<file path="src/rtl/rsv_station_if.sv">
// Issue, wakeup and dispatch signals of the reservation station.
// The master side is the issue/writeback/dispatch environment; the slave side is the station.
interface rsv_station_if #(
   parameter int unsigned RSV_CAPACITY = 8,
   parameter int unsigned FUNC_CODE_W  = 6,
   parameter int unsigned FU_TYPE_W    = 3,
   parameter int unsigned VREG_IDX_W   = 6
);
   localparam int unsigned OCC_W = $clog2(RSV_CAPACITY) + 1;

   logic                                flush;
   logic                                inValid;
   logic                                inReady;
   logic [FUNC_CODE_W-1:0]              inOp;
   logic [FU_TYPE_W-1:0]                inFuType;
   logic [VREG_IDX_W-1:0]               inRa;
   logic [VREG_IDX_W-1:0]               inRb;
   logic [VREG_IDX_W-1:0]               inRc;
   logic [2:0]                          inSrcType;
   logic [2:0]                          inSrcRdy;
   logic [VREG_IDX_W-1:0]               inRd;
   logic                                inRdt;
   logic                                inRdValid;
   logic                                wbValid;
   logic [VREG_IDX_W-1:0]               wbReg;
   logic                                wbRegType;
   logic [RSV_CAPACITY-1:0]             dispatchAck;
   logic [RSV_CAPACITY-1:0]             opValid;
   logic [RSV_CAPACITY*FUNC_CODE_W-1:0] opIn;
   logic [RSV_CAPACITY*FU_TYPE_W-1:0]   funcUnitType;
   logic [RSV_CAPACITY*VREG_IDX_W-1:0]  ra;
   logic [RSV_CAPACITY*VREG_IDX_W-1:0]  rb;
   logic [RSV_CAPACITY*VREG_IDX_W-1:0]  rc;
   logic [RSV_CAPACITY*VREG_IDX_W-1:0]  rd;
   logic [RSV_CAPACITY-1:0]             rdt;
   logic [RSV_CAPACITY-1:0]             rdValid;
   logic [OCC_W-1:0]                    occupancy;

   modport master (
      output flush, inValid, inOp, inFuType, inRa, inRb, inRc, inSrcType, inSrcRdy,
             inRd, inRdt, inRdValid, wbValid, wbReg, wbRegType, dispatchAck,
      input  inReady, opValid, opIn, funcUnitType, ra, rb, rc, rd, rdt, rdValid, occupancy
   );

   modport slave (
      input  flush, inValid, inOp, inFuType, inRa, inRb, inRc, inSrcType, inSrcRdy,
             inRd, inRdt, inRdValid, wbValid, wbReg, wbRegType, dispatchAck,
      output inReady, opValid, opIn, funcUnitType, ra, rb, rc, rd, rdt, rdValid, occupancy
   );
endinterface

</file>
<file path="src/rtl/rsv_station.sv">
// Reservation station: holds renamed ops until all sources are woken, then
// offers them to the dispatchers and frees the slot on dispatch acknowledge.
module rsv_station #(
   parameter int unsigned RSV_CAPACITY = 8,
   parameter int unsigned FUNC_CODE_W  = 6,
   parameter int unsigned FU_TYPE_W    = 3,
   parameter int unsigned VREG_IDX_W   = 6
) (
   input logic          clk,
   input logic          rstn,
   rsv_station_if.slave bus
);
   localparam int unsigned IDX_W = $clog2(RSV_CAPACITY);
   localparam int unsigned OCC_W = IDX_W + 1;

   logic [RSV_CAPACITY-1:0]                  busy, busyNext, ackEff, opValidC;
   logic [RSV_CAPACITY-1:0][2:0]             rdy, rdyNext, srcType;
   logic [RSV_CAPACITY-1:0][FUNC_CODE_W-1:0] opQ;
   logic [RSV_CAPACITY-1:0][FU_TYPE_W-1:0]   fuQ;
   logic [RSV_CAPACITY-1:0][VREG_IDX_W-1:0]  raQ, rbQ, rcQ, rdQ;
   logic [RSV_CAPACITY-1:0]                  rdtQ, rdValidQ;
   logic [OCC_W-1:0]                         occQ, ackCnt;
   logic [IDX_W-1:0]                         allocIdx;
   logic                                     anyFree, doAlloc;
   logic [2:0]                               inWake;

   // Lowest-index free slot, taken from pre-ack state.
   always_comb begin
      allocIdx = '0;
      anyFree  = 1'b0;
      for (int i = int'(RSV_CAPACITY) - 1; i >= 0; i--) begin
         if (!busy[i]) begin
            allocIdx = IDX_W'(i);
            anyFree  = 1'b1;
         end
      end
   end

   always_comb begin
      for (int i = 0; i < int'(RSV_CAPACITY); i++) begin
         opValidC[i] = busy[i] & (&rdy[i]);
      end
   end

   assign doAlloc = bus.inValid & anyFree & ~bus.flush;

   // Next busy/ready state: wakeups, legal acks, allocation with same-cycle bypass, flush.
   always_comb begin
      inWake[0] = bus.wbValid && (bus.inRa == bus.wbReg) && (bus.inSrcType[0] == bus.wbRegType);
      inWake[1] = bus.wbValid && (bus.inRb == bus.wbReg) && (bus.inSrcType[1] == bus.wbRegType);
      inWake[2] = bus.wbValid && (bus.inRc == bus.wbReg) && (bus.inSrcType[2] == bus.wbRegType);
      ackEff    = bus.dispatchAck & opValidC;
      ackCnt    = '0;
      rdyNext   = rdy;
      for (int i = 0; i < int'(RSV_CAPACITY); i++) begin
         ackCnt = ackCnt + OCC_W'(ackEff[i]);
         if (busy[i] && bus.wbValid) begin
            if (raQ[i] == bus.wbReg && srcType[i][0] == bus.wbRegType) rdyNext[i][0] = 1'b1;
            if (rbQ[i] == bus.wbReg && srcType[i][1] == bus.wbRegType) rdyNext[i][1] = 1'b1;
            if (rcQ[i] == bus.wbReg && srcType[i][2] == bus.wbRegType) rdyNext[i][2] = 1'b1;
         end
      end
      busyNext = busy & ~ackEff;
      if (doAlloc) begin
         busyNext[allocIdx] = 1'b1;
         rdyNext[allocIdx]  = bus.inSrcRdy | inWake;
      end
      if (bus.flush) busyNext = '0;
   end

   always_ff @(posedge clk) begin
      if (!rstn) begin
         busy     <= '0;
         rdy      <= '0;
         srcType  <= '0;
         opQ      <= '0;
         fuQ      <= '0;
         raQ      <= '0;
         rbQ      <= '0;
         rcQ      <= '0;
         rdQ      <= '0;
         rdtQ     <= '0;
         rdValidQ <= '0;
         occQ     <= '0;
      end else begin
         busy <= busyNext;
         rdy  <= rdyNext;
         occQ <= bus.flush ? '0 : (occQ + OCC_W'(doAlloc) - ackCnt);
         if (doAlloc) begin
            srcType[allocIdx]  <= bus.inSrcType;
            opQ[allocIdx]      <= bus.inOp;
            fuQ[allocIdx]      <= bus.inFuType;
            raQ[allocIdx]      <= bus.inRa;
            rbQ[allocIdx]      <= bus.inRb;
            rcQ[allocIdx]      <= bus.inRc;
            rdQ[allocIdx]      <= bus.inRd;
            rdtQ[allocIdx]     <= bus.inRdt;
            rdValidQ[allocIdx] <= bus.inRdValid;
         end
      end
   end

   assign bus.inReady      = ~(&busy);
   assign bus.opValid      = opValidC;
   assign bus.opIn         = opQ;
   assign bus.funcUnitType = fuQ;
   assign bus.ra           = raQ;
   assign bus.rb           = rbQ;
   assign bus.rc           = rcQ;
   assign bus.rd           = rdQ;
   assign bus.rdt          = rdtQ;
   assign bus.rdValid      = rdValidQ;
   assign bus.occupancy    = occQ;
endmodule

</file>
<file path="src/flat_wrapper.sv">
// flat-port wrapper written by rule: the top's interface ports become plain ports
module rsv_station_flat 
#(
   parameter int unsigned RSV_CAPACITY = 8,
   parameter int unsigned FUNC_CODE_W  = 6,
   parameter int unsigned FU_TYPE_W    = 3,
   parameter int unsigned VREG_IDX_W   = 6
)
  (clk, rstn, bus_flush, bus_inValid, bus_inOp, bus_inFuType, bus_inRa, bus_inRb, bus_inRc, bus_inSrcType, bus_inSrcRdy, bus_inRd, bus_inRdt, bus_inRdValid, bus_wbValid, bus_wbReg, bus_wbRegType, bus_dispatchAck, bus_inReady, bus_opValid, bus_opIn, bus_funcUnitType, bus_ra, bus_rb, bus_rc, bus_rd, bus_rdt, bus_rdValid, bus_occupancy);
  rsv_station_if #(.RSV_CAPACITY(RSV_CAPACITY), .FUNC_CODE_W(FUNC_CODE_W), .FU_TYPE_W(FU_TYPE_W), .VREG_IDX_W(VREG_IDX_W)) bus_i ();
  input logic clk;
  input logic rstn;
  input wire logic [$bits(bus_i.flush)-1:0] bus_flush;
  input wire logic [$bits(bus_i.inValid)-1:0] bus_inValid;
  input wire logic [$bits(bus_i.inOp)-1:0] bus_inOp;
  input wire logic [$bits(bus_i.inFuType)-1:0] bus_inFuType;
  input wire logic [$bits(bus_i.inRa)-1:0] bus_inRa;
  input wire logic [$bits(bus_i.inRb)-1:0] bus_inRb;
  input wire logic [$bits(bus_i.inRc)-1:0] bus_inRc;
  input wire logic [$bits(bus_i.inSrcType)-1:0] bus_inSrcType;
  input wire logic [$bits(bus_i.inSrcRdy)-1:0] bus_inSrcRdy;
  input wire logic [$bits(bus_i.inRd)-1:0] bus_inRd;
  input wire logic [$bits(bus_i.inRdt)-1:0] bus_inRdt;
  input wire logic [$bits(bus_i.inRdValid)-1:0] bus_inRdValid;
  input wire logic [$bits(bus_i.wbValid)-1:0] bus_wbValid;
  input wire logic [$bits(bus_i.wbReg)-1:0] bus_wbReg;
  input wire logic [$bits(bus_i.wbRegType)-1:0] bus_wbRegType;
  input wire logic [$bits(bus_i.dispatchAck)-1:0] bus_dispatchAck;
  output wire logic [$bits(bus_i.inReady)-1:0] bus_inReady;
  output wire logic [$bits(bus_i.opValid)-1:0] bus_opValid;
  output wire logic [$bits(bus_i.opIn)-1:0] bus_opIn;
  output wire logic [$bits(bus_i.funcUnitType)-1:0] bus_funcUnitType;
  output wire logic [$bits(bus_i.ra)-1:0] bus_ra;
  output wire logic [$bits(bus_i.rb)-1:0] bus_rb;
  output wire logic [$bits(bus_i.rc)-1:0] bus_rc;
  output wire logic [$bits(bus_i.rd)-1:0] bus_rd;
  output wire logic [$bits(bus_i.rdt)-1:0] bus_rdt;
  output wire logic [$bits(bus_i.rdValid)-1:0] bus_rdValid;
  output wire logic [$bits(bus_i.occupancy)-1:0] bus_occupancy;
  assign bus_i.flush = bus_flush;
  assign bus_i.inValid = bus_inValid;
  assign bus_i.inOp = bus_inOp;
  assign bus_i.inFuType = bus_inFuType;
  assign bus_i.inRa = bus_inRa;
  assign bus_i.inRb = bus_inRb;
  assign bus_i.inRc = bus_inRc;
  assign bus_i.inSrcType = bus_inSrcType;
  assign bus_i.inSrcRdy = bus_inSrcRdy;
  assign bus_i.inRd = bus_inRd;
  assign bus_i.inRdt = bus_inRdt;
  assign bus_i.inRdValid = bus_inRdValid;
  assign bus_i.wbValid = bus_wbValid;
  assign bus_i.wbReg = bus_wbReg;
  assign bus_i.wbRegType = bus_wbRegType;
  assign bus_i.dispatchAck = bus_dispatchAck;
  assign bus_inReady = bus_i.inReady;
  assign bus_opValid = bus_i.opValid;
  assign bus_opIn = bus_i.opIn;
  assign bus_funcUnitType = bus_i.funcUnitType;
  assign bus_ra = bus_i.ra;
  assign bus_rb = bus_i.rb;
  assign bus_rc = bus_i.rc;
  assign bus_rd = bus_i.rd;
  assign bus_rdt = bus_i.rdt;
  assign bus_rdValid = bus_i.rdValid;
  assign bus_occupancy = bus_i.occupancy;
  rsv_station #(.RSV_CAPACITY(RSV_CAPACITY), .FUNC_CODE_W(FUNC_CODE_W), .FU_TYPE_W(FU_TYPE_W), .VREG_IDX_W(VREG_IDX_W)) u_core (.clk(clk), .rstn(rstn), .bus(bus_i));
endmodule
</file>
<file path="config.mk">
export PLATFORM = sky130hd
export DESIGN_NAME = rsv_station_flat
export DESIGN_NICKNAME = d
export VERILOG_FILES = /design/src/rtl/rsv_station_if.sv /design/src/rtl/rsv_station.sv /design/src/flat_wrapper.sv
export SDC_FILE = /design/constraint.sdc
export NUM_CORES = 1
export LEC_CHECK = 0
export BUFFER_PORTS_ARGS = -buffer_cell sky130_fd_sc_hd__buf_2
export CAP_MARGIN = 20
export CORE_MARGIN = 5
export CORE_UTILIZATION = 50
export CTS_BUF_LIST = sky130_fd_sc_hd__clkbuf_4
export CTS_CLUSTER_SIZE = 24
export DETAILED_ROUTE_END_ITERATION = 10
export PLACE_DENSITY = 0.79
export SLEW_MARGIN = 20
export SYNTH_ARGS = -nofsm -noshare
export SYNTH_HDL_FRONTEND = slang
export SYNTH_SLANG_ARGS = --single-unit
</file>
<file path="constraint.sdc">
create_clock -name clk -period 3.7 [get_ports clk]
set_input_delay 0.185 -clock clk [delete_from_list [all_inputs] [get_ports clk]]
set_output_delay 0.185 -clock clk [all_outputs]
set_load 0.005 [all_outputs]
</file>
* Word-level counts from Yosys, hierarchy flattened *
Index checks and enable logic that the tools add are counted.

word-level totals
  bits of input ports = 61
  bits in registers = 340
  output and inout bits = 293
  word-level logic and storage cells = 266

cells by class
  bitwise operators = 18
  mux-type cells = 66
  add/sub/neg operators = 9
  order comparisons = 2
  eq/ne operators = 54
  reductions and logical operators = 49

operators with widths
  operator                                                           count
  bitwise mux 48 bit                                                 5
  equality test 6 bit                                                27
  bitwise mux 24 bit                                                 3
  two-way mux 3 bit                                                  17
  logical AND 1 bit                                                  39
  two-way mux 1 bit                                                  33
  adder 4 x 1 -> 4 bit                                               7
  equality test 1 bit                                                27
  two-way mux 24 bit                                                 1
  AND reduction 3 bit                                                8
  demux 6 bit (select 3 bit)                                         1
  bitwise AND 8 bit                                                  2
  bitwise mux 8 bit                                                  2
  bitwise AND 1 bit                                                  10
  demux 3 bit (select 3 bit)                                         1
  two-way mux 8 bit                                                  1
  NOT 8 bit                                                          1
  OR 8 bit                                                           1
  AND reduction 8 bit                                                1
  two-way mux 6 bit                                                  1
  < comparator 3 x 4 -> 1 bit, second input constant                 1
  subtractor 4 bit                                                   1
  demux 1 bit (select 3 bit)                                         1
  greater-or-equal comparator 3 x 1 -> 1 bit, second input constant  1
  other kinds (4)                                                    6

* Logic depth before layout (Yosys ltp) *
Gate-level depths: netlist (run 1).

  depth after elaboration = 14
  mapped depth = 15
  mapped depth without buffers = 14

* Worst setup path after synthesis (run 1) *
Ideal clock, no wire load.

  path type = register to register
  start = register u_core.busy[1]
  end = register u_core.occQ[3] (netlist: u_core.bus.occupancy[3])
  library setup time = 128 ps
  path slack = 279 ps
  arrival = 3,293 ps
  buffers on the path = 1
  period minus slack after synthesis = 3,421 ps
  data required time = 3,572 ps
  stages on the path, launching flop included = 15
  path through = dfxtp_1 > buf_2 > and4_1 > nand2_1 > inv_1 > ha_1 > fa_1 > fa_1 > fa_1 > inv_1 > fa_1 > ha_1 > xnor2_1 > xnor2_1 > nor2_1

between the ends
  longest elaborated chain between the ends = 10
  elaborated cells on any way between the ends = 15
  classes of those cells = add/sub (9); mux (2); bitwise (4)

RTL lines
  what                                line                source
  start, declared                     rsv_station.sv:16   logic [RSV_CAPACITY-1:0] busy, busyNext, ackEff, opValidC;
  start signal, assigned              rsv_station.sv:86   busy <= busyNext;
  bitwise AND 1 bit                   rsv_station.sv:41   opValidC[i] = busy[i] & (&rdy[i]);
  net bus_opValid[1]                  flat_wrapper.sv:30  output wire logic [$bits(bus_i.opValid)-1:0] bus_opValid;
  bitwise AND 8 bit                   rsv_station.sv:52   ackEff = bus.dispatchAck & opValidC;
  adder 1 x 1 -> 2 bit                rsv_station.sv:56   ackCnt = ackCnt + OCC_W'(ackEff[i]);
  adder 4 x 1 -> 4 bit (6 in series)  rsv_station.sv:56
  subtractor 4 bit                    rsv_station.sv:88   occQ <= bus.flush ? '0 : (occQ + OCC_W'(doAlloc) - ackCnt);
  end signal, assigned                rsv_station.sv:88
  end, declared                       rsv_station.sv:22   logic [OCC_W-1:0] occQ, ackCnt;

The timed path passes the listed nets, and every way through them passes these cells.
A chain may end at the register's enable or synchronous reset.

* Worst setup path after layout (run 1) *
  start = register u_core.busy[1]
  end = register u_core.occQ[3] (netlist: u_core.bus.occupancy[3])

between the ends
  longest elaborated chain between the ends = 10
  elaborated cells on any way between the ends = 15
  classes of those cells = add/sub (9); mux (2); bitwise (4)

RTL lines
  what                                line
  bitwise AND 1 bit                   rsv_station.sv:41
  bitwise AND 8 bit                   rsv_station.sv:52
  adder 1 x 1 -> 2 bit                rsv_station.sv:56
  adder 4 x 1 -> 4 bit (6 in series)  rsv_station.sv:56
  subtractor 4 bit *                  rsv_station.sv:88

Every way passes the cells marked *; elsewhere a longest branch is shown, timed or not.

==> results.tsv, run 1 <==
stage	metric	value	unit
floorplan	core-area	28700	µm²
min_path	hold-path-endpoint	u_core.bus.funcUnitType[10]	
synthesis	seq_area_frac_synth	46.9	%
clocking	clock_sinks	340	
cells_and_area	area.growth.synth_to_final	24.1	%
cells_and_area	fin_nets	2113	
clocking	path_clk_slew	70	ps
cells_and_area	final.fill_count	2416	
routing	drt_drc_violations_left	0	
floorplan	fp.dieW	180	µm
pwr	pwr_density_cell	411	nW/µm²
critical_path	crit-reg2reg-launch	u_core.busy[1]	
critical_path	crit_family	adder cells	
place	cells_after_dpl	2282	
synthesis	synth_area_per_cell	8.71	µm²
critical_path	cp_slowest_stage_delay	480	ps
place	detailed_place.area	16400	µm²
routing	detail_route.vias_per_cell	5.42	
timing	hold_fails_final_rpt	0	
critical_path	setup.worst_path.start_class	register	
cells_and_area	layoutNonFillerInstCount	2479	
timing	worst_hold_slack	107	ps
routing	routed-via-count	13400	
clocking	cts-resized-gates	0	
critical_path	cp_slowest_cell	sky130_fd_sc_hd__fa_1	
global_route	initial_antenna_violation_count	2	
cells_and_area	design_area	18000	µm²
job	max_cap_viol_count	0	
global_route	grt_remaining_overflow	0	
synthesis	async_flop_share	0	%
synthesis	synthDominantCellAreaShare	46.9	%
clocking	clock_tree_from_tritoncts	done	
floorplan	starting_utilization_of_the_core_area	50.6	%
global_route	via_count_of_the_first_global_routing_pass	13300	
synthesis	syn_inst	1668	
routing	drt_iter0_drc	1091	
synthesis	synth_commonest_cells	sky130_fd_sc_hd__dfxtp_1 (340), sky130_fd_sc_hd__nand2_1 (334), sky130_fd_sc_hd__a21oi_1 (175)	
cells_and_area	final_util	62.8	%
synthesis	synth.area.top_cells	sky130_fd_sc_hd__dfxtp_1 (47%), sky130_fd_sc_hd__mux2i_1 (10%), sky130_fd_sc_hd__xor2_1 (9.1%)	
timing	timing.final.max_slew_violations	0	
synthesis	post_synth_fa_ha_maj_area_fraction	1.43	%
critical_path	ordered_list_of_cells_on_the_worst_path	and4_1 > nand2_1 > inv_1 > ha_1 > fa_1 > fa_1 > fa_1 > inv_1 > fa_1 > ha_1 > xnor2_1 > xnor2_1 > nor2_1	
clocking	htreeDepth	3	
timing	worst_max_slew_margin_expressed_relative_to_the_limit	26.4	%
routing	finalWirelength	49900	µm
synthesis	synth.lib_cells_used.distinct	38	
critical_path	critPathRequiredTime	4250	ps
clocking	clock_tree.buffer_depth	3	
global_route	grt_max_degree	135	
routing	drt-pass1-iter-count	5	
critical_path	worst_r2r_path_depth	13	
synthesis	synthMuxAreaShare	10.5	%
routing	ant_nets	0	
synthesis	synth.most_common_cell	sky130_fd_sc_hd__dfxtp_1	
critical_path	worst_path_most_repeated_cell	sky130_fd_sc_hd__fa_1	
synthesis	synth-edff-count	0	
min_path	min-delay-path-class	input port to register	
run_status	status	finished, final reports clean	
place	dp_worst_setup_slack	187	ps
critical_path	flop2flop_setup_slack	150	ps
synthesis	postSynthRegisterBits	340	
timing	timing.clock.skew	50.9	ps
critical_path	timing.rr.end	u_core.bus.occupancy[3]	
synthesis	synth_top_area_cell	sky130_fd_sc_hd__dfxtp_1	
pwr	p_leak	8.48	nW
critical_path	cp-end-kind	register	
floorplan	rows	62	
min_path	min_from	bus_inValid	
critical_path	worstPathArrival	4100	ps
global_route	globalRouteTotalUtil	29.4	%
timing	setup-violations-final	0	
synthesis	yosysWarningCount	0	
floorplan	io_pins	354	
global_route	global_route_wire_length_before_repair	76800	µm
place	finalWeightedCongestion	0.881	
synthesis	syn-cell-area	14500	µm²
clocking	tritoncts.num_buffers	88	
critical_path	worstSetupPathType	register to register	
timing	setup_total_negative_slack	0	ps
synthesis	dominantRegCellSynth	sky130_fd_sc_hd__dfxtp_1	
timing	worst_slew_pin_slew	1090	ps
pwr	totalPowerFinal	7.40	mW
cells_and_area	final_layout_size_suffix_gt1_share	25.2	%
place	hpwlAfterDp	33900	µm
clocking	clk_latency	700	ps
synthesis	synth_simple_gate_area_share	17.1	%
synthesis	synth_top_family_by_area	simple AND/OR/NAND/NOR gates	
timing	timing.final.ws_setup	147	ps
clocking	cts.root.buffer_cell	sky130_fd_sc_hd__clkbuf_4	
routing	routedWlPerCell	20.1	µm
timing	clock_period_minus_worst_slack	3550	ps
floorplan	dieArea	32600	µm²
min_path	worstHoldPathCells	5	
timing	layout_worst_path_cycle_share	96.0	%
critical_path	path_buf_inv	2	
synthesis	post_synth_xor_area_fraction	11.6	%
floorplan	die-height	180	µm
critical_path	timing.critical_path.fanout_max	2	
timing	grt_setup_unrepaired	no	
synthesis	syn_nets	1742	
synthesis	synth_compound_gate_area_share	7.80	%
timing	max_clock_freq	281	MHz
pwr	max-vdd-ir-drop	0.259	mV
place	portBuffers	353	
==> layer usage <==
| metal | routed length, µm | vias up | part of all wire, % | track usage (%) |
|---|---|---|---|---|
| met4 | 1580 | 2 | 3.2 | 10.7 |
| met1 | 19900 | 6359 | 40 | 36.8 |
| met5 | 13 | - | 0.026 | 0 |
| met2 | 23400 | 717 | 47 | 48.6 |
| li1 | - | 6235 | - | - |
| met3 | 4990 | 123 | 10 | 8.46 |
==> registers in the layout (all words and copies together) (netlist names) <==
register,flops
u_core.bus.funcUnitType,24
u_core.bus.occupancy,4
u_core.bus.opIn,48
u_core.bus.ra,48
u_core.bus.rb,48
u_core.bus.rc,48
u_core.bus.rd,48
u_core.bus.rdValid,8
u_core.bus.rdt,8
u_core.busy,8
u_core.rdy,24
u_core.srcType,24
==> where the power goes <==
| group | internal [mW] | switching [mW] |
|---|---|---|
| Sequential | 3.69 | 0.0215 |
| Combinational | 0.196 | 0.371 |
| Clock | 1.62 | 1.50 |
| Total | 5.51 | 1.89 |
==> tightest hold or removal path: stages <==
cell                       delay (ps)
sky130_fd_sc_hd__buf_2            110
sky130_fd_sc_hd__nand3b_1         190
sky130_fd_sc_hd__nor3_2           140
sky130_fd_sc_hd__nand2_1           80
sky130_fd_sc_hd__a21oi_1           50
==> worst max path at each step <==
stage | startpoint | end | slack, ps | cells after the start
6_report | u_core.busy[1] | u_core.bus.occupancy[3] | 150 | 13
5_1_grt | u_core.busy[1] | u_core.bus.occupancy[3] | 40 | 13
3_3_place_gp | u_core.busy[1] | u_core.bus.occupancy[3] | 300 | 13
2_1_floorplan | u_core.busy[1] | u_core.bus.occupancy[3] | 280 | 14
4_1_cts | u_core.busy[1] | u_core.bus.occupancy[3] | 140 | 13
3_5_place_dp | u_core.busy[1] | u_core.bus.occupancy[3] | 190 | 13
==> layout by cell type, fill, tap and decap left out, types with 3 or more instances in the layout <==
master,n
sky130_fd_sc_hd__a211oi_1,16
sky130_fd_sc_hd__a21oi_1,175
sky130_fd_sc_hd__and4_1,8
sky130_fd_sc_hd__buf_12,3
sky130_fd_sc_hd__buf_2,353
sky130_fd_sc_hd__buf_4,24
sky130_fd_sc_hd__clkbuf_4,126
sky130_fd_sc_hd__clkinv_1,10
sky130_fd_sc_hd__clkinv_2,3
sky130_fd_sc_hd__dfxtp_1,340
sky130_fd_sc_hd__dlygate4sd3_1,50
sky130_fd_sc_hd__fa_1,6
sky130_fd_sc_hd__ha_1,7
sky130_fd_sc_hd__inv_1,19
sky130_fd_sc_hd__mux2i_1,152
sky130_fd_sc_hd__nand2_1,334
sky130_fd_sc_hd__nand2b_1,8
sky130_fd_sc_hd__nand4_1,6
sky130_fd_sc_hd__nor2_1,165
sky130_fd_sc_hd__nor3_1,5
sky130_fd_sc_hd__nor4_1,45
sky130_fd_sc_hd__o22ai_1,12
sky130_fd_sc_hd__xnor2_1,41
sky130_fd_sc_hd__xor2_1,151
==> kinds of logic (layout without fill, tap and decap cells) <==
group,count (synthesis),count (layout)
XOR/XNOR,192,192
adder cells (fa/ha/maj),13,13
flip-flops,340,340
multiplexers,152,152
buffers and inverters,169,594
AO/OA/AOI/OAI,211,211
other,0,2
AND/OR/NAND/NOR,591,591
==> area by class of cell <==
class | count | area [µm²] | area share, %
Inverter | 20 | 82.6 | 0.458
Sequential cell | 340 | 6810 | 37.8
Clock inverter | 18 | 106 | 0.590
Tap cell | 384 | 480 | 2.67
Timing Repair Buffer | 430 | 2510 | 13.9
Clock buffer | 126 | 946 | 5.25
Antenna cell | 2 | 5.00 | 0.0278
Multi-Input combinational cell | 1159 | 7090 | 39.3
==> timing repair <==
| item | 4_1_cts | 5_1_grt |
|---|---|---|
| setup buffers | 0 | 0 |
| hold endpoints to repair | 327 | 5 |
| hold buffers | 49 | 1 |
(Power assumes the default switching activity.)
==> inputs of run 2 (changes only) <==
--- a/config.mk
+++ b/config.mk
@@ -8,11 +8,12 @@
 export BUFFER_PORTS_ARGS = -buffer_cell sky130_fd_sc_hd__buf_2
 export CAP_MARGIN = 20
 export CORE_MARGIN = 5
-export CORE_UTILIZATION = 50
+export CORE_UTILIZATION = 45
 export CTS_BUF_LIST = sky130_fd_sc_hd__clkbuf_4
 export CTS_CLUSTER_SIZE = 24
 export DETAILED_ROUTE_END_ITERATION = 10
-export PLACE_DENSITY = 0.79
+export PLACE_DENSITY = 0.73
+export SETUP_SLACK_MARGIN = 0.15
 export SLEW_MARGIN = 20
 export SYNTH_ARGS = -nofsm -noshare
 export SYNTH_HDL_FRONTEND = slang
==> results.tsv, run 2 (same netlist as run 1, synthesis figures left out) <==
stage	metric	value	unit	change
place	finalWeightedCongestion	0.912		+3.5%
global_route	via_count_of_the_first_global_routing_pass	13200		-1.3%
floorplan	fp.dieW	190	µm	+5.1%
clocking	path_clk_slew	60	ps	about the same
timing	layout_worst_path_cycle_share	91.2	%	-4.9 points
min_path	worstHoldPathCells	5		unchanged
critical_path	cp-end-kind	register		
place	cells_after_dpl	2304		+0.96%
critical_path	flop2flop_setup_slack	330	ps	+180 ps
cells_and_area	layout.cells.most_common_list	sky130_fd_sc_hd__buf_2 (353), sky130_fd_sc_hd__dfxtp_1 (340), sky130_fd_sc_hd__nand2_1 (334)		
routing	drt-pass1-iter-count	5		unchanged
place	hpwlAfterDp	34800	µm	+2.4%
critical_path	cp_slowest_cell	sky130_fd_sc_hd__fa_1		
global_route	grt_remaining_overflow	0		unchanged
routing	ant_nets	0		unchanged
critical_path	critPathRequiredTime	4260	ps	about the same
timing	worst_hold_slack	113	ps	+6.32 ps
min_path	min_from	bus_inValid		
pwr	totalPowerFinal	7.64	mW	+3.2%
critical_path	ordered_list_of_cells_on_the_worst_path	and4_1 > nand2_1 > inv_2 > ha_4 > fa_2 > fa_1 > fa_1 > inv_1 > fa_1 > ha_1 > xnor2_1 > xnor2_1 > nor2_1		
timing	setup-violations-final	0		unchanged
cells_and_area	fin_nets	2120		+0.33%
cells_and_area	final_layout_size_suffix_gt1_share	25.7	%	+0.57 points
clocking	clock_tree_from_tritoncts	done		
cells_and_area	final.fill_count	2838		+17%
clocking	cts.root.buffer_cell	sky130_fd_sc_hd__clkbuf_4		
critical_path	timing.critical_path.fanout_max	2		unchanged
cells_and_area	final_common_cell	sky130_fd_sc_hd__buf_2		
cells_and_area	layoutNonFillerInstCount	2513		+1.4%
pwr	max-vdd-ir-drop	0.271	mV	+4.8%
critical_path	worstPathArrival	3930	ps	-170 ps
min_path	min-delay-path-class	input port to register		
critical_path	setup.worst_path.start_class	register		
job	max_cap_viol_count	0		unchanged
timing	max_clock_freq	296	MHz	+5.3%
global_route	grt_max_degree	161		+19%
routing	detail_route.vias_per_cell	5.28		-2.6%
global_route	globalRouteTotalUtil	27.0	%	-2.4 points
critical_path	timing.rr.end	u_core.bus.occupancy[3]		
timing	worst_slew_pin_slew	1040	ps	-49.5 ps
critical_path	worst_path_most_repeated_cell	sky130_fd_sc_hd__fa_1		
timing	timing.final.max_slew_violations	0		unchanged
timing	clock_period_minus_worst_slack	3370	ps	-180 ps
pwr	p_leak	8.55	nW	+0.90%
floorplan	core-area	31700	µm²	+11%
critical_path	worst_r2r_path_depth	13		unchanged
critical_path	crit_family	adder cells		
routing	drt_drc_violations_left	0		unchanged
routing	routedWlPerCell	20.2	µm	+0.32%
routing	finalWirelength	50700	µm	+1.7%
clocking	tritoncts.num_buffers	92		+4.5%
routing	routed-via-count	13300		-1.3%
routing	drt_iter0_drc	869		-20%
run_status	status	finished, final reports clean		
floorplan	rows	65		+4.8%
clocking	htreeDepth	3		unchanged
critical_path	worstSetupPathType	register to register		
timing	timing.clock.skew	60.7	ps	+9.80 ps
timing	setup_total_negative_slack	0	ps	unchanged
critical_path	cp_slowest_stage_delay	480	ps	about the same
floorplan	dieArea	36000	µm²	+10%
floorplan	starting_utilization_of_the_core_area	45.8	%	-4.8 points
clocking	clock_tree.buffer_depth	3		unchanged
critical_path	crit-reg2reg-launch	u_core.busy[0]		
timing	grt_setup_unrepaired	no		
timing	worst_max_slew_margin_expressed_relative_to_the_limit	29.8	%	+3.3 points
cells_and_area	multi_input_area	7100	µm²	+0.16%
clocking	clock_sinks	340		unchanged
clocking	post-cts-setup-buffer-count	0		unchanged
floorplan	io_pins	354		unchanged
clocking	clk_latency	730	ps	+30 ps
pwr	pwr_density_cell	419	nW/µm²	+2.0%
global_route	global_route_wire_length_before_repair	76100	µm	-0.88%
critical_path	path_buf_inv	2		unchanged
min_path	hold-path-endpoint	u_core.bus.funcUnitType[9]		
floorplan	die-height	190	µm	+5.1%
cells_and_area	final-seq-area	6810	µm²	unchanged
timing	hold_fails_final_rpt	0		unchanged
cells_and_area	area.growth.synth_to_final	25.5	%	
global_route	initial_antenna_violation_count	3		+1
place	portBuffers	353		unchanged
run 2: changes by cell type in the layout (fill, tap and decap cells not counted), sizes merged:
| cell | previous run | this run |
|---|---|---|
| clkbuf | 126 | 134 |
| buf | 380 | 383 |
| clkinv | 14 | 17 |
| bufinv | 1 | 2 |
| inv | 22 | 23 |
run 2: per-stage QoR:
stage | utilization, % | setup slack (ps) | instance area, µm²
floorplan | - | 279 | 14500
global placement | 52.0 | 304 | 16500
detailed placement | 52.2 | 284 | 16500
CTS | 57.4 | 261 | 18200
global route | 57.5 | 151 | 18200
finish | 57.5 | 327 | 18200
run 2: worst max-delay path by stage:
stage                              start                 endpoint  slack (ps)  cells after the start
after floorplan           u_core.busy[1]  u_core.bus.occupancy[3]         280                     14
after CTS                  u_core.rdy[2]  u_core.bus.occupancy[3]         260                     13
after detailed placement  u_core.busy[1]  u_core.bus.occupancy[3]         280                     13
after global placement    u_core.busy[1]  u_core.bus.occupancy[3]         300                     13
final                     u_core.busy[0]  u_core.bus.occupancy[3]         330                     13
after global routing       u_core.rdy[0]  u_core.bus.occupancy[3]         150                     13
run 2: what timing repair did:
item                       CTS  global route
setup endpoints to repair    0             1
hold buffers                50             0
hold endpoints to repair   327             0
resized for setup            0             5
run 2: tightest hold or removal path: cells and delay by family:
family                 cells  cell delay (ps)
AOI/OAI and AO/OA          1               50
buffers and inverters      1              110
and+or+nand+nor            3              410
run 2: power breakdown:
part / internal, mW / switching, mW / total (mW)
clock network: 1.80 / 1.56 / 3.36
registers: 3.69 / 0.0213 / 3.71
logic: 0.197 / 0.368 / 0.566
run 2: cell type report:
type / instances / area share, %
antenna: 2 / 0.0275
inverter: 20 / 0.453
sequential: 340 / 37.3
clock inverter: 23 / 0.872
clock buffer: 134 / 5.52
tap: 402 / 2.76
multi-input combinational: 1159 / 38.9
timing repair buffer: 433 / 14.1
run 2: metal layers:
layer,GRT usage (%),share of wire (%),up-vias
li1,-,-,6266
met1,33.2,40,6255
met3,9.05,10,119
met4,11.6,3.9,4
met2,43.3,46,618
met5,0,0.041,-
==> inputs of run 3 (changes only) <==
==> constraint.sdc (replaced) <==
create_clock -name clk -period 3.2 [get_ports clk]
set_input_delay 0.16 -clock clk [delete_from_list [all_inputs] [get_ports clk]]
set_output_delay 0.16 -clock clk [all_outputs]
set_load 0.005 [all_outputs]
==> results.tsv, run 3 (same netlist as run 1, synthesis figures left out) <==
stage	metric	value	unit	change
floorplan	io_pins	354		unchanged
cells_and_area	final.fill_count	2862		+0.85%
timing	timing.final.max_slew_violations	0		unchanged
clocking	clk_latency	760	ps	+30 ps
floorplan	core-area	31700	µm²	unchanged
global_route	globalRouteTotalUtil	27.7	%	+0.76 points
global_route	gr-usage-met2	45.3	%	+2.0 points
cells_and_area	layout.cells.most_common_list	sky130_fd_sc_hd__buf_2 (353), sky130_fd_sc_hd__dfxtp_1 (336), sky130_fd_sc_hd__nand2_1 (331)		
pwr	power.switching_fraction	25.5	%	-0.052 points
timing	layout_worst_path_cycle_share	99.6	%	+8.4 points
timing	worst_hold_slack	83.1	ps	-30.0 ps
global_route	via_count_of_the_first_global_routing_pass	13300		+0.67%
critical_path	cp_slowest_stage_delay	460	ps	-20 ps
pwr	comb_power_share	7.5	%	about the same
cells_and_area	multi_input_area	7130	µm²	+0.39%
clocking	tritoncts.num_buffers	92		unchanged
floorplan	starting_utilization_of_the_core_area	45.8	%	unchanged
pwr	internal_power_consumption	6.66	mW	+17%
routing	routed-via-count	13400		+1.1%
cells_and_area	final_common_cell	sky130_fd_sc_hd__buf_2		
global_route	grt_max_degree	101		-37%
clocking	clock_tree.buffer_depth	3		unchanged
routing	drt_iter0_drc	1006		+16%
job	max_cap_viol_count	0		unchanged
global_route	global_route_wire_length_before_repair	78200	µm	+2.8%
critical_path	ordered_list_of_cells_on_the_worst_path	and4_4 > nand2_4 > inv_2 > ha_4 > fa_2 > fa_1 > fa_2 > inv_2 > fa_1 > ha_2 > xnor2_2 > xnor2_1 > nor2_1		
place	finalWeightedCongestion	0.933		+2.3%
critical_path	worstSetupPathType	register to register		
clocking	cts.root.buffer_cell	sky130_fd_sc_hd__clkbuf_4		
clocking	clock_sinks	340		unchanged
pwr	max-vdd-ir-drop	0.346	mV	+28%
pwr	power.share.clock	44.5	%	+0.5 points
timing	worst_max_slew_margin_expressed_relative_to_the_limit	26.8	%	-3.0 points
floorplan	rows	65		unchanged
global_route	groute.layer.met3.usage	8.68	%	-0.37 points
routing	finalWirelength	51400	µm	+1.3%
timing	setup_total_negative_slack	0	ps	unchanged
place	dp_worst_setup_slack	-47.4	ps	-331 ps
global_route	use_met1	34.1	%	+0.89 points
pwr	power_switching	2.28	mW	+17%
critical_path	setup.worst_path.start_class	register		
routing	drt-pass1-iter-count	5		unchanged
critical_path	timing.critical_path.fanout_max	3		+1
timing	worst_slew_pin_slew	1100	ps	+55.4 ps
clocking	path_clk_slew	70	ps	about the same
cells_and_area	fin_nets	2137		+0.80%
cells_and_area	final_layout_size_suffix_gt1_share	26.9	%	+1.2 points
cells_and_area	area.growth.synth_to_final	26.6	%	
cells_and_area	design_area	18400	µm²	+0.87%
critical_path	critPathRequiredTime	3830	ps	-430 ps
timing	clock_period_minus_worst_slack	3190	ps	-187 ps
clocking	clock_tree_from_tritoncts	done		
min_path	min-delay-path-class	input port to register		
routing	drt_drc_violations_left	0		unchanged
floorplan	dieArea	36000	µm²	unchanged
critical_path	cp-end-kind	register		
critical_path	worstPathArrival	3810	ps	-120 ps
global_route	most_used_routing_layer_in_global_routing	met2		
timing	setup-violations-final	0		unchanged
floorplan	fp.dieW	190	µm	unchanged
critical_path	cp_slowest_cell	sky130_fd_sc_hd__fa_1		
place	detailed_place.area	16600	µm²	+0.64%
timing	grt_setup_unrepaired	yes		
run_status	status	finished, final reports clean		
cells_and_area	final-seq-area	6810	µm²	about the same
pwr	seq_power_share	48.0	%	-0.6 points
clocking	htreeDepth	3		unchanged
global_route	grt_remaining_overflow	0		unchanged
place	hpwlAfterDp	35500	µm	+2.3%
timing	max_clock_freq	314	MHz	+5.9%
routing	routedWlPerCell	20.3	µm	+0.56%
place	portBuffers	353		unchanged
pwr	p_leak	8.67	nW	+1.3%
global_route	initial_antenna_violation_count	4		+1
timing	timing.clock.skew	27.7	ps	-33.0 ps
floorplan	die-height	190	µm	unchanged
pwr	pwr_density_cell	486	nW/µm²	+16%
timing	hold_fails_final_rpt	0		unchanged
timing	timing.final.ws_setup	14.2	ps	-313 ps
pwr	totalPowerFinal	8.94	mW	+17%
routing	detail_route.vias_per_cell	5.29		+0.30%
routing	ant_nets	0		unchanged
-- run 3: path summary, 6_finish.rpt --
path,slack (ps),endpoint,from,depth (start not counted)
min reg2reg,450,u_core.bus.funcUnitType[3],u_core.bus.funcUnitType[3],2
max reg2reg,10,u_core.bus.occupancy[3],u_core.busy[0],13
max,10,u_core.bus.occupancy[3],u_core.busy[0],13
min,80,u_core.rdy[11],bus_wbReg[1],5
-- run 3: metal layers --
metal | part of all wire, % | vias to the layer above
met5 | 0.025 | -
met4 | 3.7 | 2
met3 | 9.3 | 128
met2 | 47 | 611
met1 | 40 | 6348
li1 | - | 6314
-- run 3: layout make-up --
class	count	area share (%)
diodes	4	0.0544
clock buffers	134	5.47
clock inverters	23	0.953
inverters	20	0.449
multi-input cells	1159	38.8
flip-flops and latches	340	37.0
well taps	402	2.74
repair buffers	450	14.5
-- run 3: stage by stage --
stage	utilization [%]	std cells
2_1_floorplan	-	1668
3_3_place_gp	52.5	2318
3_5_place_dp	52.5	2318
4_1_cts	57.9	2527
5_1_grt	58.0	2531
6_report	58.0	2532
-- run 3: what timing repair did --
item	CTS	global route
cloned	0	0
hold buffers	52	0
pin swaps	2	1
hold endpoints to repair	335	0
gates resized for setup	6	3
setup buffers	0	1
setup endpoints to repair	2	2
-- run 3: worst max-delay path, delay by kind of cell, from the launching register on --
kind / cells / cell delay, ps
flops: 1 / 340
buf+inv: 2 / 120
simple gates: 3 / 370
xor+xnor: 2 / 290
fa+ha+maj: 6 / 1950
-- run 3: power groups by stage --
stage	combinational, mW	clock, mW	sequential [mW]
after detailed placement	0.611	0	4.39
after global placement	0.603	0	4.38
after global routing	0.721	4.31	4.29
after CTS	0.663	4.06	4.29
after floorplan	0.377	0	4.39
final	0.667	3.98	4.29
